File: config.mk
export PLATFORM = sky130hd
export DESIGN_NAME = iic_eeprom_slave
export DESIGN_NICKNAME = d
export VERILOG_FILES = /design/src/rtl/iic_eeprom_slave.sv
export SDC_FILE = /design/constraint.sdc
export NUM_CORES = 2
export LEC_CHECK = 0
export ABC_AREA = 1
export BUFFER_PORTS_ARGS = -buffer_cell sky130_fd_sc_hd__buf_4
export CELL_PAD_IN_SITES_DETAIL_PLACEMENT = 1
export CELL_PAD_IN_SITES_GLOBAL_PLACEMENT = 2
export CORE_MARGIN = 4
export CORE_UTILIZATION = 48
export CTS_CLUSTER_SIZE = 25
export DETAILED_ROUTE_END_ITERATION = 10
export HOLD_SLACK_MARGIN = 0.02
export PLACE_DENSITY = 0.92
export SLEW_MARGIN = 20
export SYNTH_ARGS = -nofsm -noshare
export SYNTH_HDL_FRONTEND = slang
export SYNTH_SLANG_ARGS = --single-unit
File: constraint.sdc
create_clock -name CLK -period 12.23 [get_ports CLK]
set_input_delay 1.8345 -clock CLK [delete_from_list [all_inputs] [get_ports CLK]]
set_output_delay 1.8345 -clock CLK [all_outputs]
set_load 0.03 [all_outputs]
File: src/rtl/iic_eeprom_slave.sv
// iic_eeprom_slave: I2C target emulating a 256x8 EEPROM for master-side testing.
// SCL/SDA are oversampled on CLK (synchronizer + stability filter). After the
// device address it accepts a word address, then either writes data bytes or
// streams data bytes out. ptr auto-increments and wraps from 8'hFF to 8'h00.
// Ports:
//   CLK, RSTn        system clock, async active-low reset
//   SCL_IN, SDA_IN   pad inputs (asynchronous to CLK)
//   SDA_OE           1 = pull SDA low (open-drain; never driven high)
//   BUSY             high from START until STOP
//   WR_STB           one-cycle pulse when a data byte is committed
//   WR_ADDR/WR_DATA  address/value of the last committed byte
//   WP               write protect, present only with IIC_EEPROM_WP_EN defined
// Optional feature macro: IIC_EEPROM_WP_EN
module iic_eeprom_slave #(
    parameter logic [6:0]  IIC_DEV_AD = 7'b1010_100,
    parameter int unsigned FILT_LEN   = 3
) (
    input  logic       CLK,
    input  logic       RSTn,
    input  logic       SCL_IN,
    input  logic       SDA_IN,
    output logic       SDA_OE,
    output logic       BUSY,
    output logic       WR_STB,
    output logic [7:0] WR_ADDR,
    output logic [7:0] WR_DATA
`ifdef IIC_EEPROM_WP_EN
    ,
    input  logic       WP
`endif
);

    localparam int unsigned FCW = 3;
    localparam int unsigned BCW = 4;

    typedef enum logic [3:0] {
        IDLE, DEV, DEV_ACK, WADR, WADR_ACK, WDAT, WDAT_ACK, RDAT, RDAT_ACK, WAIT
    } state_t;

    // index 0 = SCL, index 1 = SDA
    logic [1:0]     r_sync1;
    logic [1:0]     r_sync2;
    logic [1:0]     r_filt;
    logic [1:0]     r_filt_d;
    logic [FCW-1:0] r_fcnt [2];

    state_t         r_state, w_state_nxt;
    logic [BCW-1:0] r_bit_cnt, w_bit_cnt_nxt;
    logic [7:0]     r_shift, w_shift_nxt;
    logic [7:0]     r_ptr, w_ptr_nxt;
    logic           r_sda_oe, w_sda_oe_nxt;
    logic           r_busy, w_busy_nxt;
    logic           r_wr_stb, w_wr_stb_nxt;
    logic [7:0]     r_wr_addr, w_wr_addr_nxt;
    logic [7:0]     r_wr_data, w_wr_data_nxt;
    logic           w_mem_we;

    logic [7:0]     r_mem [256] = '{default: 8'hFF};

    logic w_scl, w_sda;
    logic w_scl_rise, w_scl_fall, w_start, w_stop;
    logic [7:0] w_byte_in, w_rd_byte;
    logic w_last_bit, w_wp;

`ifdef IIC_EEPROM_WP_EN
    assign w_wp = WP;
`else
    assign w_wp = 1'b0;
`endif

    // Synchronize and filter: a level change is accepted after FILT_LEN equal samples.
    always_ff @(posedge CLK or negedge RSTn) begin
        if (!RSTn) begin
            r_sync1  <= 2'b11;
            r_sync2  <= 2'b11;
            r_filt   <= 2'b11;
            r_filt_d <= 2'b11;
            r_fcnt   <= '{default: '0};
        end else begin
            r_sync1  <= {SDA_IN, SCL_IN};
            r_sync2  <= r_sync1;
            r_filt_d <= r_filt;
            for (int i = 0; i < 2; i++) begin
                if (r_sync2[i] == r_filt[i]) begin
                    r_fcnt[i] <= '0;
                end else if (r_fcnt[i] == FCW'(FILT_LEN - 1)) begin
                    r_filt[i] <= r_sync2[i];
                    r_fcnt[i] <= '0;
                end else begin
                    r_fcnt[i] <= r_fcnt[i] + FCW'(1);
                end
            end
        end
    end

    assign w_scl      = r_filt[0];
    assign w_sda      = r_filt[1];
    assign w_scl_rise = w_scl & ~r_filt_d[0];
    assign w_scl_fall = ~w_scl & r_filt_d[0];
    assign w_start    = w_scl & r_filt_d[0] & r_filt_d[1] & ~w_sda;
    assign w_stop     = w_scl & r_filt_d[0] & ~r_filt_d[1] & w_sda;
    assign w_byte_in  = {r_shift[6:0], w_sda};
    assign w_last_bit = (r_bit_cnt == BCW'(7));
    assign w_rd_byte  = r_mem[r_ptr];

    // State and datapath registers.
    always_ff @(posedge CLK or negedge RSTn) begin
        if (!RSTn) begin
            r_state   <= IDLE;
            r_bit_cnt <= '0;
            r_shift   <= '0;
            r_ptr     <= '0;
            r_sda_oe  <= 1'b0;
            r_busy    <= 1'b0;
            r_wr_stb  <= 1'b0;
            r_wr_addr <= '0;
            r_wr_data <= '0;
        end else begin
            r_state   <= w_state_nxt;
            r_bit_cnt <= w_bit_cnt_nxt;
            r_shift   <= w_shift_nxt;
            r_ptr     <= w_ptr_nxt;
            r_sda_oe  <= w_sda_oe_nxt;
            r_busy    <= w_busy_nxt;
            r_wr_stb  <= w_wr_stb_nxt;
            r_wr_addr <= w_wr_addr_nxt;
            r_wr_data <= w_wr_data_nxt;
        end
    end

    // Memory contents survive reset.
    always_ff @(posedge CLK) begin
        if (w_mem_we) begin
            r_mem[r_ptr] <= w_byte_in;
        end
    end

    // Next-state and output logic. START/STOP override any bit activity.
    // ACK states: first scl fall pulls SDA low, second scl fall releases it.
    always_comb begin
        w_state_nxt   = r_state;
        w_bit_cnt_nxt = r_bit_cnt;
        w_shift_nxt   = r_shift;
        w_ptr_nxt     = r_ptr;
        w_sda_oe_nxt  = r_sda_oe;
        w_busy_nxt    = r_busy;
        w_wr_stb_nxt  = 1'b0;
        w_wr_addr_nxt = r_wr_addr;
        w_wr_data_nxt = r_wr_data;
        w_mem_we      = 1'b0;

        if (w_start) begin
            w_state_nxt   = DEV;
            w_bit_cnt_nxt = '0;
            w_busy_nxt    = 1'b1;
            w_sda_oe_nxt  = 1'b0;
        end else if (w_stop) begin
            w_state_nxt   = IDLE;
            w_bit_cnt_nxt = '0;
            w_busy_nxt    = 1'b0;
            w_sda_oe_nxt  = 1'b0;
        end else begin
            case (r_state)
                DEV: begin
                    if (w_scl_rise) begin
                        w_shift_nxt   = w_byte_in;
                        w_bit_cnt_nxt = r_bit_cnt + BCW'(1);
                        if (w_last_bit) begin
                            w_bit_cnt_nxt = '0;
                            w_state_nxt   = (w_byte_in[7:1] == IIC_DEV_AD) ? DEV_ACK : WAIT;
                        end
                    end
                end
                DEV_ACK: begin
                    if (w_scl_fall) begin
                        if (!r_sda_oe) begin
                            w_sda_oe_nxt = 1'b1;
                        end else if (r_shift[0]) begin
                            // Read: first data bit goes out on the same fall that ends the ACK.
                            w_state_nxt   = RDAT;
                            w_shift_nxt   = w_rd_byte;
                            w_sda_oe_nxt  = ~w_rd_byte[7];
                            w_bit_cnt_nxt = '0;
                        end else begin
                            w_state_nxt  = WADR;
                            w_sda_oe_nxt = 1'b0;
                        end
                    end
                end
                WADR: begin
                    if (w_scl_rise) begin
                        w_shift_nxt   = w_byte_in;
                        w_bit_cnt_nxt = r_bit_cnt + BCW'(1);
                        if (w_last_bit) begin
                            w_bit_cnt_nxt = '0;
                            w_ptr_nxt     = w_byte_in;
                            w_state_nxt   = WADR_ACK;
                        end
                    end
                end
                WADR_ACK, WDAT_ACK: begin
                    if (w_scl_fall) begin
                        if (!r_sda_oe) begin
                            w_sda_oe_nxt = 1'b1;
                        end else begin
                            w_sda_oe_nxt = 1'b0;
                            w_state_nxt  = WDAT;
                        end
                    end
                end
                WDAT: begin
                    if (w_scl_rise) begin
                        w_shift_nxt   = w_byte_in;
                        w_bit_cnt_nxt = r_bit_cnt + BCW'(1);
                        if (w_last_bit) begin
                            w_bit_cnt_nxt = '0;
                            if (!w_wp) begin
                                w_mem_we      = 1'b1;
                                w_wr_stb_nxt  = 1'b1;
                                w_wr_addr_nxt = r_ptr;
                                w_wr_data_nxt = w_byte_in;
                            end
                            w_ptr_nxt   = r_ptr + 8'd1;
                            w_state_nxt = WDAT_ACK;
                        end
                    end
                end
                RDAT: begin
                    if (w_scl_rise) begin
                        w_bit_cnt_nxt = r_bit_cnt + BCW'(1);
                    end else if (w_scl_fall) begin
                        if (r_bit_cnt == BCW'(8)) begin
                            w_sda_oe_nxt  = 1'b0;
                            w_bit_cnt_nxt = '0;
                            w_state_nxt   = RDAT_ACK;
                        end else if (r_bit_cnt != '0) begin
                            w_shift_nxt  = {r_shift[6:0], r_shift[7]};
                            w_sda_oe_nxt = ~r_shift[6];
                        end
                    end
                end
                RDAT_ACK: begin
                    // Only a master ACK leaves us here long enough to see the next fall.
                    if (w_scl_rise) begin
                        if (w_sda) begin
                            w_state_nxt = WAIT;
                        end else begin
                            w_ptr_nxt = r_ptr + 8'd1;
                        end
                    end else if (w_scl_fall) begin
                        w_state_nxt   = RDAT;
                        w_shift_nxt   = w_rd_byte;
                        w_sda_oe_nxt  = ~w_rd_byte[7];
                        w_bit_cnt_nxt = '0;
                    end
                end
                default: begin
                end
            endcase
        end
    end

    assign SDA_OE  = r_sda_oe;
    assign BUSY    = r_busy;
    assign WR_STB  = r_wr_stb;
    assign WR_ADDR = r_wr_addr;
    assign WR_DATA = r_wr_data;

endmodule

======== After elaboration in Yosys (flattened, before gate mapping) ========
Memory sizes are Yosys's and may differ from the RTL's.
Index checks and enable logic that the tools add are counted.
word-level totals
  register bits ........................... 57
  bits in writable memories ............... 2048
  input port bits ......................... 4
  output and inout port bits .............. 19
  word-level logic and storage cells ...... 189
  memories kept ........................... 1
memory list
  name   depth  width  read ports  clocked after Yosys merged registers in  wr ports  RTL line  source
  r_mem  256    8      1           0                                        1         58        logic [7:0] r_mem [256] = '{default: 8'hFF};
operators by class
  equality and inequality tests ........... 53
  muxes and demuxes ....................... 79
  add/sub/neg operators ................... 4
  reductions and logical operators ........ 18
  bitwise gates (word level) .............. 17
operators by type and width
  operator               count
  $mux W8                16
  $mux W4                31
  $ne A4 B4 Y1 const B   16
  $pmux W8 S4            1
  $ne A2 B2 Y1 const B   15
  $pmux W4 S7            1
  $ne A5 B5 Y1 const B   5
  $pmux W8 S3            1
  $mux W1                22
  $eq A4 B3 Y1 const B   5
  $reduce_and A9 Y1      2
  $pmux W4 S4            1
  $reduce_and A16 Y1     1
  $mux W3                5
  $reduce_and A13 Y1     1
  $reduce_and A12 Y1     1
  $reduce_bool A6 Y1     2
  $not A1 Y1             10
  $reduce_bool A9 Y1     1
  $add A8 B1 Y8 const B  1
  $eq A4 B2 Y1 const B   2
  $eq A4 B4 Y1 const B   2
  $reduce_and A8 Y1      1
  $reduce_bool A4 Y1     2
  other kinds (16)       26

======== Longest topological paths before layout ========
  word-level depth ........................ 8
  mapped depth ............................ 21
  gate-level depth less buffers ........... 18

======== Worst setup path after synthesis ========
No wires, ideal clock.
  kind .................................... register to register
  from .................................... register r_shift[0]
  to ...................................... register r_shift[4]
  setup time .............................. 0.089 ns
  stages on the path, launching flop included .. 5
  data required time ...................... 12.141 ns
  period minus slack after synthesis ...... 4.749 ns
  arrival ................................. 4.660 ns
  slack ................................... 7.481 ns
  cells stage by stage .................... dfrtp_1 -> o21ai_1 -> inv_1 -> nor2_1 -> a21oi_1
on the way
  word-level cells in the longest chain between the ends .. 2
ends and longest elaborated chain
  element                       RTL line  source
  from (decl)                   49        logic [7:0] r_shift, w_shift_nxt;
  from (signal assigned)        121       r_shift <= w_shift_nxt;
  $ne A2 B2 Y1 (no line)        --
  $reduce_and A13 Y1 (no line)  --
No other way between the ends.
A chain may end at the register's enable or synchronous reset.

======== Final worst setup path ========
  from .................................... register r_ptr[0]
  to ...................................... register r_shift[0]
on the way
  word-level cells in the longest chain between the ends .. 5
ends and longest elaborated chain
  element                 RTL line  source
  from (decl)             50        logic [7:0] r_ptr, w_ptr_nxt;
  from (signal assigned)  122       r_ptr <= w_ptr_nxt;
  $mem_v2 Z256 W8 (*)     --
  $mux W8                 178       end else if (r_shift[0]) begin
  $mux W8                 176       if (!r_sda_oe) begin
  $mux W8                 175       if (w_scl_fall) begin
  $pmux W8 S4 (*)         163       case (r_state)
Mark *: on every way between the ends. The rest lies on a longest branch, timed or not. The select of a mux whose other input is x is not followed.

==> impl_metrics.env <==
export IMPL_clockBufferDepth=3
export IMPL_cts_setup_buffers=0
export IMPL_cp_end_kind="flop"
export IMPL_slew_viol_final=0
export IMPL_yosys_warnings=0
export IMPL_seq_area_um2=63000
export IMPL_cpLargestDelayFamily="buffers and inverters"
export IMPL_wl_per_cell_um=27.4
export IMPL_rsz0062_at_grt="false"
export IMPL_ys_flop_type="edfxtp_1"
export IMPL_clk_pin_slew_worst_paths_ns=0.06
export IMPL_fillers=18166
export IMPL_netlist_area_um2=85800
export IMPL_fmax_mhz=188
export IMPL_remaining_drc_errors=0
export IMPL_clock_latency_ns=0.85
export IMPL_seq_area_frac_synth=0.734
export IMPL_wirelength_mm=267
export IMPL_max_slew_margin=0.211
export IMPL_finalHoldViolations=0
export IMPL_synth_area_per_cell_um2=11.7
export IMPL_overflow=0
export IMPL_cts_root_buffer="clkbuf_16"
export IMPL_power_frac_seq=0.398
export IMPL_tightestPinTransition_ns=1.18
export IMPL_crit_path_start_kind="flop"
export IMPL_finalSetupTns_ns=0
export IMPL_post_cts_resize_count=0
export IMPL_cp_slowest_cell="dfrtp_4"
export IMPL_area_growth_pct=9.99
export IMPL_run_status="finished, final reports clean"
export IMPL_first_iter_violations=7337
export IMPL_max_stage_delay_ns=0.91
export IMPL_ant_nets=0
export IMPL_cts_tree="built"
export IMPL_die_h_um=431
export IMPL_multi_input_area_um2=20000
export IMPL_p_leak_nw=32.3
export IMPL_vias=58772
export IMPL_cap_viol_max_count=0
export IMPL_crit_path_cell_trace="buf_12 > buf_4 > buf_4 > o21ai_0 > o22ai_1 > nand2_1 > nand2_1 > nor2_1 > nor2_1 > nor2_1 > nand2_1 > nand2_1 > nand2_1 > o21ai_1 > a21oi_1"
export IMPL_p_sw_mw=9.31
export IMPL_hp_class="flop to flop"
export IMPL_grt_pass1_vias=60987
export IMPL_crit_required_ns=12.98
export IMPL_die_w_um=431
export IMPL_grt_antenna_before_repair=10
export IMPL_drtPass1Iterations=6
export IMPL_drive_gt1_frac=0.0596
export IMPL_yosysUniqueCellTypes=46
export IMPL_synthArstFlopShare=0.0271
export IMPL_ys_ff_latch=2105
export IMPL_syn_nets=7360
export IMPL_synth_edff_count=2048
export IMPL_grt_usage=0.284
export IMPL_syn_instance_count=7347
export IMPL_dp_cells=9343
export IMPL_cp_num_buf_inv=3
export IMPL_cts_max_level=4
export IMPL_vdd_drop_max_uv=231
export IMPL_path_common_cell="nand2_1"
export IMPL_grt_first_pass_wirelength_mm=396
export IMPL_hpwl_mm=149
export IMPL_ctsHoldBuffers=0
export IMPL_power_mw=23.7
export IMPL_core_area_um2=177000
export IMPL_clock_sinks=2105
export IMPL_cts_buffers=209
export IMPL_worstPathArrival_ns=6.08
export IMPL_start_util=0.485
export IMPL_setup_viol=0
export IMPL_pin_count=23
export IMPL_crit_type="flop to flop"
export IMPL_vias_per_cell=6.03
export IMPL_rows=154
export IMPL_final_nets=7230
export IMPL_gp_congestion=0.842
export IMPL_portBuffers=22
export IMPL_crit_fanout=151
export IMPL_grt_max_degree=200
export IMPL_die_area_um2=186000
export IMPL_pwr_share_clk=0.269
export IMPL_p_int_mw=14.4
export IMPL_comb_power_share=0.333
export IMPL_period_needed_ns=5.33
export IMPL_swShare=0.393
export IMPL_period_share=0.436
export IMPL_power_density_nw_per_um2=251
export IMPL_skew_ns=0.0279
export IMPL_fin_cells=9741
-- cells in the mapped netlist, types with 30 or more instances --
master    number  share of area
buf_2        170         0.0099
o21ai_0     1091          0.064
nand3_1       72         0.0042
inv_1        169         0.0074
clkbuf_1     174         0.0076
o22ai_1      231          0.017
edfxtp_1    2048           0.72
a21oi_1       33         0.0019
o21ai_1       72         0.0042
nor2_1      1704          0.075
buf_1         30         0.0013
buf_4         55         0.0048
nand2_1     1274          0.056
nand4_1       47         0.0034
dfrtp_1       49          0.014
-- worst reg2reg max path, cell delays in order (launching register included) --
cell and delay [ns]:
dfrtp_4 0.91, buf_12 0.65, buf_4 0.69, buf_4 0.88, o21ai_0 0.25, o22ai_1 0.34, nand2_1 0.11, nand2_1 0.12
nor2_1 0.10, nor2_1 0.26, nor2_1 0.08, nand2_1 0.19, nand2_1 0.08, nand2_1 0.06, o21ai_1 0.19, a21oi_1 0.32
-- routing by layer --
metal,track usage,vias up,part of all wire
met5,0,-,0.00021
met1,0.377,29833,0.39
li1,-,25440,-
met2,0.460,2886,0.47
met3,0.0560,605,0.089
met4,0.120,8,0.044
-- final timing paths --
check                                 from    endpoint  slack (ns)  cells past startpoint
worst max-delay path              r_ptr[0]  r_shift[0]        6.90                     15
worst min-delay path            r_sync1[1]  r_sync2[1]        0.36                      0
max in group asynchronous             RSTn  r_shift[5]       10.52                      1
worst min register to register  r_sync1[1]  r_sync2[1]        0.36                      0
min in group asynchronous             RSTn        BUSY        1.08                      1
worst max register to register    r_ptr[0]  r_shift[0]        6.90                     15
-- power groups by stage --
stage                     clock network, mW  logic [mW]  registers (mW)
final                                  6.36        7.89            9.43
after floorplan                           0        4.24            9.99
after global routing                   6.75        8.50            9.45
after global placement                    0        7.24            9.68
after detailed placement                  0        7.59            9.64
after CTS                              6.41        7.67            9.49
-- cells in the final DEF (no fill, tap or decap), types with 4 or more instances in the layout --
master / synthesis / layout
nand2_1: 1274 / 1273
ha_1: 9 / 9
o22ai_1: 231 / 231
dfrtp_1: 49 / 40
a21oi_1: 33 / 33
nand2_2: 12 / 13
nor2_2: 5 / 5
buf_4: 55 / 81
buf_16: 0 / 5
inv_6: 0 / 7
dfrtp_4: 0 / 9
a31oi_1: 7 / 7
nor2_1: 1704 / 1701
nand3_1: 72 / 70
clkinv_1: 7 / 50
nor3_1: 16 / 16
nor2_4: 3 / 6
buf_12: 0 / 15
clkinvlp_4: 0 / 4
clkbuf_8: 0 / 4
nand4_1: 47 / 47
inv_2: 6 / 4
inv_1: 169 / 169
diode_2: 0 / 4
o21ai_1: 72 / 72
clkbuf_1: 174 / 64
nor4_1: 4 / 4
bufinv_16: 0 / 19
edfxtp_1: 2048 / 2048
dfstp_2: 8 / 7
clkinv_2: 0 / 34
o21ai_0: 1091 / 1091
o31ai_1: 4 / 4
clkbuf_16: 0 / 211
-- metrics by stage --
stage | setup slack, ns | util | hold WS (ns) | cell area (µm²)
floorplan | 7.48 | - | 0.345 | 85800
CTS | 6.85 | 0.533 | 0.362 | 94200
finish | 6.90 | 0.533 | 0.359 | 94300
global route | 6.58 | 0.533 | 0.364 | 94300
global placement | 7.15 | 0.495 | 0.350 | 87500
detailed placement | 6.94 | 0.495 | 0.349 | 87600
-- area by class of cell --
cell class,instances,area share
well taps,2340,0.0310
repair buffers,103,0.0113
flip-flops and latches,2105,0.667
diodes,4,0.000106
clock inverters,112,0.0115
multi-input cells,4615,0.212
clock buffers,279,0.0591
inverters,183,0.00752
-- state kept, by name, indices dropped and copies added (netlist names), 4 cells and up --
register	flops
r_mem	2048
WR_ADDR	8
WR_DATA	8
r_ptr	8
r_shift	8
r_fcnt	6
r_bit_cnt	4
r_state	4
-- logic make-up (layout without fill, tap and decap cells) --
kind of cell             count (synthesis)  count (layout)  share of synthesized area
AND/OR/NAND/NOR                       3148            3148                      0.142
flip-flops                            2105            2105                      0.734
multiplexers                             2               2                   0.000233
adder cells (fa/ha/maj)                  9               9                    0.00131
other                                    0               4                          0
buffers and inverters                  627             677                     0.0336
AO/OA/AOI/OAI                         1450            1450                     0.0886
XOR/XNOR                                 6               6                   0.000613
No activity file was read; power rests on OpenSTA's default activity.
